### config.mk
export PLATFORM = sky130hd
export DESIGN_NAME = alu_mult_seq
export DESIGN_NICKNAME = d
export VERILOG_FILES = /design/src/rtl/alu_mult_seq.sv
export SDC_FILE = /design/constraint.sdc
export NUM_CORES = 1
export LEC_CHECK = 0
export CAP_MARGIN = 20
export CELL_PAD_IN_SITES_DETAIL_PLACEMENT = 1
export CELL_PAD_IN_SITES_GLOBAL_PLACEMENT = 2
export CORE_MARGIN = 1.5
export CORE_UTILIZATION = 29
export CTS_CLUSTER_DIAMETER = 50
export DETAILED_ROUTE_END_ITERATION = 8
export PLACE_DENSITY = 0.81
export SKIP_CTS_REPAIR_TIMING = 1
export SLEW_MARGIN = 0
export SYNTH_ARGS = -nofsm -noshare
export SYNTH_HDL_FRONTEND = slang
export SYNTH_SLANG_ARGS = --single-unit
export TNS_END_PERCENT = 20
### constraint.sdc
create_clock -name clk -period 19.03 [get_ports clk]
set_clock_uncertainty 0.1 [all_clocks]
set_input_delay 3.806 -clock clk [delete_from_list [all_inputs] [get_ports clk]]
set_output_delay 3.806 -clock clk [all_outputs]
set_load 0.02 [all_outputs]
### src/rtl/alu_mult_seq.sv
// Sequential 64x64 unsigned shift-add multiplier that borrows an external 64-bit ALU for its adds.
// Optional early termination once the remaining multiplier bits are zero: define MULT_EARLY_TERM_EN.
module alu_mult_seq (
    input  logic         clk,
    input  logic         reset,
    input  logic         start,
    input  logic [63:0]  mcand,
    input  logic [63:0]  mplier,
    output logic         busy,
    output logic         done,
    output logic [127:0] product,
    output logic [63:0]  alu_a,
    output logic [63:0]  alu_b,
    output logic [2:0]   alu_cntrl,
    input  logic [63:0]  alu_result,
    input  logic         alu_carry_out
);
    localparam int unsigned W  = 64;
    localparam int unsigned CW = 7;
    localparam logic [CW-1:0] ITERS   = CW'(64);
    localparam logic [2:0]    ALU_ADD = 3'b010;

    typedef enum logic [1:0] {
        S_IDLE = 2'd0,
        S_RUN  = 2'd1,
        S_DONE = 2'd2
    } state_t;

    state_t        state_q, state_d;
    logic [W-1:0]  hi_q, hi_d;
    logic [W-1:0]  lo_q, lo_d;
    logic [W-1:0]  mc_q, mc_d;
    logic [CW-1:0] cnt_q, cnt_d;
    logic          busy_q, busy_d;
    logic          done_q, done_d;
    logic [W-1:0]  alu_a_q, alu_a_d;
    logic [W-1:0]  alu_b_q, alu_b_d;
    logic          early;
`ifdef MULT_EARLY_TERM_EN
    logic [W-1:0]  rem_q, rem_d;
`endif

    // Next state, datapath update, and next values of the registered outputs
    always_comb begin
        state_d = state_q;
        hi_d    = hi_q;
        lo_d    = lo_q;
        mc_d    = mc_q;
        cnt_d   = cnt_q;
`ifdef MULT_EARLY_TERM_EN
        rem_d   = rem_q;
        early   = (rem_q == '0);
`else
        early   = 1'b0;
`endif

        case (state_q)
            S_IDLE, S_DONE: begin
                if (start) begin
                    hi_d    = '0;
                    lo_d    = mplier;
                    mc_d    = mcand;
                    cnt_d   = ITERS;
`ifdef MULT_EARLY_TERM_EN
                    rem_d   = mplier;
`endif
                    state_d = S_RUN;
                end else begin
                    state_d = S_IDLE;
                end
            end
            S_RUN: begin
                if (early) begin
                    // Remaining multiplier bits are zero: align the partial product in one step
                    {hi_d, lo_d} = {hi_q, lo_q} >> cnt_q;
                    cnt_d        = '0;
                    state_d      = S_DONE;
                end else begin
                    {hi_d, lo_d} = {alu_carry_out, alu_result, lo_q[W-1:1]};
                    cnt_d        = cnt_q - CW'(1);
`ifdef MULT_EARLY_TERM_EN
                    rem_d        = rem_q >> 1;
`endif
                    if (cnt_q == CW'(1)) begin
                        state_d = S_DONE;
                    end
                end
            end
            default: state_d = S_IDLE;
        endcase

        // ALU operands are registered so they line up with hi/lo during each RUN cycle
        busy_d  = (state_d == S_RUN);
        done_d  = (state_d == S_DONE);
        alu_a_d = busy_d ? hi_d : '0;
        alu_b_d = (busy_d && lo_d[0]) ? mc_d : '0;
    end

    always_ff @(posedge clk or posedge reset) begin
        if (reset) begin
            state_q <= S_IDLE;
            hi_q    <= '0;
            lo_q    <= '0;
            mc_q    <= '0;
            cnt_q   <= '0;
            busy_q  <= 1'b0;
            done_q  <= 1'b0;
            alu_a_q <= '0;
            alu_b_q <= '0;
`ifdef MULT_EARLY_TERM_EN
            rem_q   <= '0;
`endif
        end else begin
            state_q <= state_d;
            hi_q    <= hi_d;
            lo_q    <= lo_d;
            mc_q    <= mc_d;
            cnt_q   <= cnt_d;
            busy_q  <= busy_d;
            done_q  <= done_d;
            alu_a_q <= alu_a_d;
            alu_b_q <= alu_b_d;
`ifdef MULT_EARLY_TERM_EN
            rem_q   <= rem_d;
`endif
        end
    end

    assign busy      = busy_q;
    assign done      = done_q;
    assign product   = {hi_q, lo_q};
    assign alu_a     = alu_a_q;
    assign alu_b     = alu_b_q;
    assign alu_cntrl = ALU_ADD;

endmodule
==> run metrics, run 1 <==
hold path start=cnt_q[5]; GRT overflow=0; Starting DRT DRC Count=610; total power per unit cell area=184 nW/um^2; sequential area share after synthesis=66.4%; Final Util=44.6%; WL final=45500 um; GPL Wtd Cong=0.798; final count of negative-setup-slack endpoints=0; most frequent cells in the layout=clkdlybuf4s50_1 (453), dfrtp_1 (331), nand2_1 (257), nand3_1 (67), o211ai_1 (65); Worst path most repeated cell=buf_4; Final Hold Vio Count=0; Post-Synth Simple-Gate Area=14.3%; required time worst endpoint=19.40 ns; ratio of final minimum period to clock period=33.9%; share of layout cells above drive strength 1=5.87%; largest net degree at the start of global routing=115; IO Pins=457; Critical Path Start=start; YS warnings=0; CTS clk-pin slew, worst paths=0.06 ns; Core ar.=42200 sq um; pre-CTS setup slack=11.95 ns; Buf/Inv on CP=3; leakage power=8.40 nW; drt drc=0; multiplexer share of the synthesized area=0.0803%; max_slew headroom=35.1%; first-pass GRT wire length=69900 um; Hold WS=0.373 ns; Routed wire per std cell=21.7 um; Post-Syn Area=12500 sq um; #FFs+latches synth=331; H-tree Lvls=2; post-route setup TNS=0 ns; largest family of logic cells by synthesized area=compound AO/OA/AOI/OAI gates; FP Rows=75; DP Wirelength=29500 um; Routed Antenna Nets=0; Compound-Gate Fraction of Synth Area=15.3%; mean area per synthesized cell=11.2 sq um; Final min period=6.46 ns; Port Buffers=453; DIE HEIGHT=210 um; Worst setup EP type=register; Post-Syn Instances=1113; post-synthesis xor/xnor area fraction=0%; Post-layout nets=1719; root buf cell=clkbuf_16; Syn-to-layout area delta=51.0%; initial core utilization=29.5%; most common cell after layout, fill and taps aside=clkdlybuf4s50_1; Synth Area in Adders=0.201%; vias per std cell=4.99; all-layer global routing usage=20.5%; CTS sink cnt=331; Max Fclk=155 MHz; CTS Buffer Depth=3; CP Cell Sequence=clkdlybuf4s50_1 > nor2b_4 > buf_4 > buf_4 > nand2_1 > a21oi_1; CTS Buf Count=43; Die Area=44300 sq um; peak supply drop=0.0000705 V; RR Startpoint=state_q[0]; delay-heaviest family, CP=buffers and inverters; Worst EP arrival=6.83 ns; CP Launch Type=input pin; CTS tree=done; die width=210 um; Clock Latency Late Sink=0.55 ns; Worst path max stage delay=0.78 ns; initial antenna violation count=5; post-route setup slack=12.57 ns; status=complete, no violations; Pre-antenna DRT Iters=5; worst hold path class=register to register; Setup CP Type=input pin to register; max cap viols=0; via count=10500; Synth cell types=31; Slowest-stage cell, CP=nor2b_4; R2R Setup Slk=15.82 ns; Slew @ Worst Pin=0.974 ns; CP Max Fanout=68; unrepaired setup endpoints after global routing=false; vias in the first global route=11300; max-slew violation count=0
-- final cells by class --
cell class / count / area, sq um
Antenna cell: 5 / 12.5
Clock buffer: 59 / 1240
Clock inverter: 15 / 148
Fill cell: 4547 / 23400
Inverter: 3 / 18.8
Multi-Input combinational cell: 674 / 3790
Sequential cell: 331 / 8280
Tap cell: 539 / 674
Timing Repair Buffer: 468 / 4670
-- layer usage --
| layer | up-vias | track usage, % | share of wire [%] |
|---|---|---|---|
| met2 | 322 | 35.1 | 50 |
| met3 | 79 | 5.26 | 6.2 |
| met1 | 5331 | 24.4 | 40 |
| li1 | 4723 | - | - |
| met4 | 0 | 9.01 | 3.6 |
| met5 | - | 0 | 0 |
-- kinds of logic (layout without fill, tap and decap cells) --
| family | count (synthesis) | in the layout |
|---|---|---|
| and+or+nand+nor | 402 | 402 |
| DFF | 331 | 331 |
| AOI/OAI and AO/OA | 266 | 266 |
| buffers and inverters | 109 | 545 |
| adders and majority gates | 2 | 2 |
| other | 2 | 8 |
| muxes | 1 | 1 |
-- worst reg2reg max path, stage by stage (launching register included) --
cell,delay (ns)
dfrtp_1,0.52
nor2b_4,0.78
buf_4,0.53
buf_4,0.74
nand2_1,0.28
a21oi_1,0.17
-- per-stage QoR --
stage / power (mW) / instance area [sq um] / cells
5_1_grt: 3.65 / 18800 / 2094
4_1_cts: 3.51 / 18800 / 2089
6_report: 3.46 / 18800 / 2094
2_1_floorplan: 1.93 / 12500 / 1114
3_5_place_dp: 2.69 / 17400 / 2015
3_3_place_gp: 2.65 / 17400 / 2014
-- flip-flops by register name, summed over array words and instances (netlist names) --
name and count:
alu_a 64, alu_b 64, busy 1, cnt_q 7
done 1, hi_q 64, lo_q 64, mc_q 64
state_q 2
-- power breakdown --
part,total [mW],switching [mW],internal [mW]
Clock,0.793,0.311,0.482
Sequential,1.19,0.179,1.01
Combinational,1.48,0.840,0.639
-- final timing paths --
kind                        endpoint  depth (start not counted)
max in group asynchronous   lo_q[28]                          4
min in group asynchronous  alu_a[11]                          2
setup reg to reg           alu_b[33]                          5
setup / recovery           alu_b[33]                          6
hold reg to reg             cnt_q[5]                          1
hold / removal              cnt_q[5]                          1
-- synth_stat cells (all sizes together) --
| cell type | number | area share [%] |
|---|---|---|
| clkbuf | 78 | 2.3 |
| nor4 | 1 | 0.050 |
| nor2b | 2 | 0.10 |
| o211ai | 65 | 3.9 |
| nand2 | 257 | 7.7 |
| or3 | 2 | 0.10 |
| a22o | 64 | 4.5 |
| ha | 2 | 0.20 |
| and3 | 64 | 3.2 |
| o41ai | 1 | 0.070 |
| nand2b | 3 | 0.15 |
| a22oi | 64 | 3.9 |
| nor2 | 3 | 0.090 |
| o21ai | 3 | 0.12 |
| or4 | 1 | 0.060 |
| conb | 2 | 0.060 |
| o2bb2ai | 1 | 0.070 |
| nand3b | 1 | 0.060 |
| dfrtp | 331 | 66 |
| nand3 | 67 | 2.7 |
| buf | 28 | 1.1 |
| a21oi | 64 | 2.6 |
| or2 | 1 | 0.070 |
| o31ai | 1 | 0.060 |
| o311ai | 1 | 0.070 |
| inv | 3 | 0.090 |
| mux2i | 1 | 0.080 |
| a21o | 2 | 0.12 |
(Power assumes the default switching activity.)
==> inputs of run 2 (changes only) <==
- CORE_UTILIZATION: 29 -> 25
- PLACE_DENSITY: 0.81 -> 0.74
- clock period: 19.03 -> 5.25 ns (I/O delays scaled with it)
==> run metrics, run 2 (same netlist as run 1, synthesis figures left out) <==
Routed wire per std cell=20.5 um (was 21.7 um); share of layout cells above drive strength 1=6.41% (was 5.87%); Design Area, Final=19100 sq um (was 18800 sq um); ratio of final minimum period to clock period=54.2%; Final Hold Vio Count=0 (unchanged); Worst EP arrival=1.70 ns (was 6.83 ns); max cap viols=0 (unchanged); Core ar.=49100 sq um (was 42200 sq um); drt drc=0 (unchanged); Die Area=51200 sq um (was 44300 sq um); Tot Pwr=12.7 mW (was 3.46 mW); most frequent cells in the layout=clkdlybuf4s50_1 (453), dfrtp_1 (331), nand2_1 (257), nand3_1 (67), o211ai_1 (65) (unchanged); Worst path max stage delay=0.68 ns (was 0.78 ns); largest net degree at the start of global routing=211 (was 115); leakage power=8.47 nW (was 8.40 nW); Slowest-stage cell, CP=clkdlybuf4s50_1 (was nor2b_4); worst hold path class=register to register (unchanged); CTS clk-pin slew, worst paths=0.06 ns (about the same); H-tree Lvls=2 (unchanged); GRT overflow=0 (unchanged); pre-CTS setup slack=1.86 ns (was 11.95 ns); vias in the first global route=11400 (was 11300); Fillers=5363 (was 4547); Worst setup EP type=primary output (was register); Post-layout nets=1723 (was 1719); delay-heaviest family, CP=buffers and inverters (unchanged); Syn-to-layout area delta=53.3% (was 51.0%); WL final=45600 um (was 45500 um); required time worst endpoint=4.10 ns (was 19.40 ns); Clock Latency Late Sink=0.56 ns (was 0.55 ns); IO Pins=457 (unchanged); placed cell count=2141 (was 2015); DIE HEIGHT=226 um (was 210 um); CTS tree=done (unchanged); max-slew violation count=0 (unchanged); CTS Buf Count=46 (was 43); vias per std cell=4.72 (was 4.99); peak supply drop=0.000243 V (was 0.0000705 V); total power per unit cell area=662 nW/um^2 (was 184 nW/um^2); via count=10500 (about the same); Slew @ Worst Pin=0.992 ns (was 0.974 ns); max_slew headroom=33.8% (was 35.1%); root buf cell=clkbuf_16 (unchanged); Final min period=2.85 ns; Starting DRT DRC Count=553 (was 610); status=complete, no violations (unchanged); FP Rows=81 (was 75); Port Buffers=453 (unchanged); Buf/Inv on CP=1 (was 3); post-route setup slack=2.40 ns (was 12.57 ns); Routed Antenna Nets=0 (unchanged); DP Wirelength=29200 um (was 29500 um); GPL Wtd Cong=0.750 (was 0.798); Pre-antenna DRT Iters=4 (was 5); CP Launch Type=register (was input pin); initial core utilization=25.4% (was 29.5%); Setup CP Type=register to primary output (was input pin to register); post-placement cell area=17600 sq um (was 17400 sq um); CTS sink cnt=331 (unchanged); CTS Buffer Depth=3 (unchanged); final count of negative-setup-slack endpoints=0 (unchanged); die width=226 um (was 210 um); most common cell after layout, fill and taps aside=clkdlybuf4s50_1 (unchanged); Final Non-Filler Cells=2226 (was 2094); initial antenna violation count=1 (was 5); CP Cell Sequence=clkdlybuf4s50_1 (was clkdlybuf4s50_1 > nor2b_4 > buf_4 > buf_4 > nand2_1 > a21oi_1); first-pass GRT wire length=69500 um (was 69900 um); CP Max Fanout=3 (was 68); unrepaired setup endpoints after global routing=false (unchanged); Max Fclk=351 MHz; all-layer global routing usage=17.5% (was 20.5%)
==> run 2: layout make-up <==
cell class,count,area (sq um),area share [%]
antenna,1,2.50,0.0131
clock buffer,66,1340,7.00
clock inverter,18,160,0.838
inverter,3,15.0,0.0785
multi-input combinational,674,3790,19.8
sequential,331,8280,43.3
tap,664,831,4.35
timing repair buffer,469,4700,24.6
==> run 2: worst paths after layout <==
path                       startpoint         end  slack, ns  cells past startpoint
setup reg to reg             cnt_q[2]   alu_a[39]       2.52                      4
max in group asynchronous       reset   alu_b[43]       3.14                      3
hold reg to reg              cnt_q[5]    cnt_q[5]       0.37                      1
setup / recovery              lo_q[1]  product[1]       2.40                      1
min in group asynchronous       reset    hi_q[12]       0.77                      2
hold / removal               cnt_q[5]    cnt_q[5]       0.37                      1
==> run 2: layer usage <==
layer	track usage (%)	vias up	wire length, um
met1	22.2	5410	19300
met3	3.45	61	2500
met2	30.1	296	22800
li1	-	4732	-
met5	0	-	0
met4	5.51	0	973
==> run 2: stage by stage <==
step                      hold slack, ns  utilization, %  TNS (ns)
after floorplan                    0.339               -   -106.14
after global placement             0.356            35.9         0
after detailed placement           0.367            35.9         0
after CTS                          0.377            39.0         0
after global routing               0.395            39.0         0
final                              0.367            39.0         0
==> run 2: worst reg2reg max path, delay by kind of cell (launching register included) <==
family,cells,cell delay [ns]
buf+inv,1,0.39
flops,1,0.43
simple gates,3,1.68
==> run 2: power by group <==
part	internal [mW]	switching, mW
Combinational	2.31	3.01
Clock	1.84	1.20
Sequential	3.65	0.654
==> inputs of run 3 (changes only) <==
- clock period: 5.25 -> 2.34 ns (I/O delays scaled with it)
==> run metrics, run 3 (same netlist as run 1, synthesis figures left out) <==
CTS tree=done (unchanged); status=complete, no violations (unchanged); GPL Wtd Cong=0.760 (was 0.750); placed cell count=2162 (was 2141); CTS Buffer Depth=3 (unchanged); CP Launch Type=register (unchanged); CP Max Fanout=3 (unchanged); IO Pins=457 (unchanged); worst hold path class=input pin to asynchronous set/reset pin (was register to register); max-slew violation count=0 (unchanged); Final min period=2.23 ns; Clock Latency Late Sink=0.56 ns (about the same); final count of negative-setup-slack endpoints=0 (unchanged); Tot Pwr=29.0 mW (was 12.7 mW); Port Buffers=453 (unchanged); Worst setup EP type=primary output (unchanged); root buf cell=clkbuf_16 (unchanged); Starting DRT DRC Count=431 (was 553); Routed wire per std cell=20.3 um (was 20.5 um); max cap viols=0 (unchanged); Max Fclk=448 MHz; largest net degree at the start of global routing=96 (was 211); Setup CP Type=register to primary output (unchanged); first-pass GRT wire length=69400 um (was 69500 um); Post-layout nets=1744 (was 1723); CP Cell Sequence=clkdlybuf4s50_1 (unchanged); Final Hold Vio Count=0 (unchanged); GRT overflow=0 (unchanged); required time worst endpoint=1.77 ns (was 4.10 ns); via count=10500 (about the same); CTS sink cnt=331 (unchanged); delay-heaviest family, CP=buffers and inverters (unchanged); Worst EP arrival=1.66 ns (was 1.70 ns); post-route setup TNS=0 ns (unchanged); Routed Antenna Nets=0 (unchanged); initial core utilization=25.4% (unchanged); vias in the first global route=11400 (about the same); peak supply drop=0.000562 V (was 0.000243 V); share of layout cells above drive strength 1=7.84% (was 6.41%); leakage power=8.68 nW (was 8.47 nW); Core ar.=49100 sq um (unchanged); drt drc=0 (unchanged); Pre-antenna DRT Iters=5 (was 4); CTS Buf Count=46 (unchanged); vias per std cell=4.69 (was 4.72); DIE HEIGHT=226 um (unchanged); initial antenna violation count=5 (was 1); Slowest-stage cell, CP=clkdlybuf4s50_1 (unchanged); ratio of final minimum period to clock period=95.3%; Worst path max stage delay=0.66 ns (was 0.68 ns); WL final=45600 um (about the same); total power per unit cell area=1490 nW/um^2 (was 662 nW/um^2); H-tree Lvls=2 (unchanged); most common cell after layout, fill and taps aside=clkdlybuf4s50_1 (unchanged); die width=226 um (unchanged); Buf/Inv on CP=1 (unchanged); max_slew headroom=45.4% (was 33.8%); unrepaired setup endpoints after global routing=false (unchanged); DP Wirelength=30300 um (was 29200 um); Hold WS=0.241 ns (was 0.367 ns); Slew @ Worst Pin=0.819 ns (was 0.992 ns); Final Non-Filler Cells=2249 (was 2226); all-layer global routing usage=17.5% (about the same); Die Area=51200 sq um (unchanged); CTS clk-pin slew, worst paths=0.06 ns (about the same); most frequent cells in the layout=clkdlybuf4s50_1 (453), dfrtp_1 (331), nand2_1 (257), nand3_1 (67), o211ai_1 (65) (unchanged); FP Rows=81 (unchanged); Syn-to-layout area delta=56.8% (was 53.3%)
## run 3: cell types whose count changed in the layout (fill, tap and decap cells not counted)
cell	delta
buf_12	+17
buf_4	+4
bufinv_16	+4
clkbuf_1	-4
clkbuf_16	-1
clkbuf_8	-4
clkinv_2	+4
clkinv_8	+1
clkinvlp_4	+1
diode_2	+3
inv_6	-2
## run 3: cell type report
type                       count  area (sq um)
fill                        5396         29500
sequential                   331          8280
timing repair buffer         490          5070
multi-input combinational    674          3790
clock buffer                  57          1240
tap                          664           831
clock inverter                26           307
inverter                       3          15.0
antenna                        4          10.0
## run 3: worst register-to-register path, cell delays in order, from the launching register on
cell and delay (ns):
dfrtp_1 0.42, or4_2 0.70, or2_4 0.49, and3_1 0.40
## run 3: final timing paths
| path | from | endpoint | slack (ns) | cells after the start |
|---|---|---|---|---|
| max in group asynchronous | reset | hi_q[46] | 1.26 | 4 |
| worst max register to register | cnt_q[2] | alu_a[23] | 0.12 | 3 |
| min in group clk | mcand[12] | mc_q[12] | 0.36 | 3 |
| worst min register to register | cnt_q[5] | cnt_q[5] | 0.37 | 1 |
| worst min-delay path | reset | alu_b[10] | 0.24 | 3 |
| worst max-delay path | lo_q[63] | product[63] | 0.11 | 1 |
## run 3: through the flow
step                      setup WS, ns  area, sq um  utilization [%]
after global placement           0.109        18000             36.7
after floorplan                  -2.65        12500                -
after CTS                       0.0507        19500             39.8
final                            0.110        19500             39.9
after global routing            0.0373        19500             39.9
after detailed placement         0.112        18000             36.7
## run 3: where the power goes
group	internal (mW)	switching, mW	total, mW	leakage (nW)
Clock	4.35	2.73	7.08	0.760
Combinational	5.48	6.86	12.3	3.80
Sequential	8.19	1.44	9.62	4.12
Total	18.0	11.0	29.0	8.68
## run 3: layer usage
metal / track usage (%) / up-vias / part of all wire [%]
met5: 0 / - / 0.029
met4: 6.47 / 2 / 2.4
met1: 22.1 / 5405 / 42
met3: 4.39 / 69 / 6.3
li1: - / 4779 / -
met2: 28.9 / 289 / 49
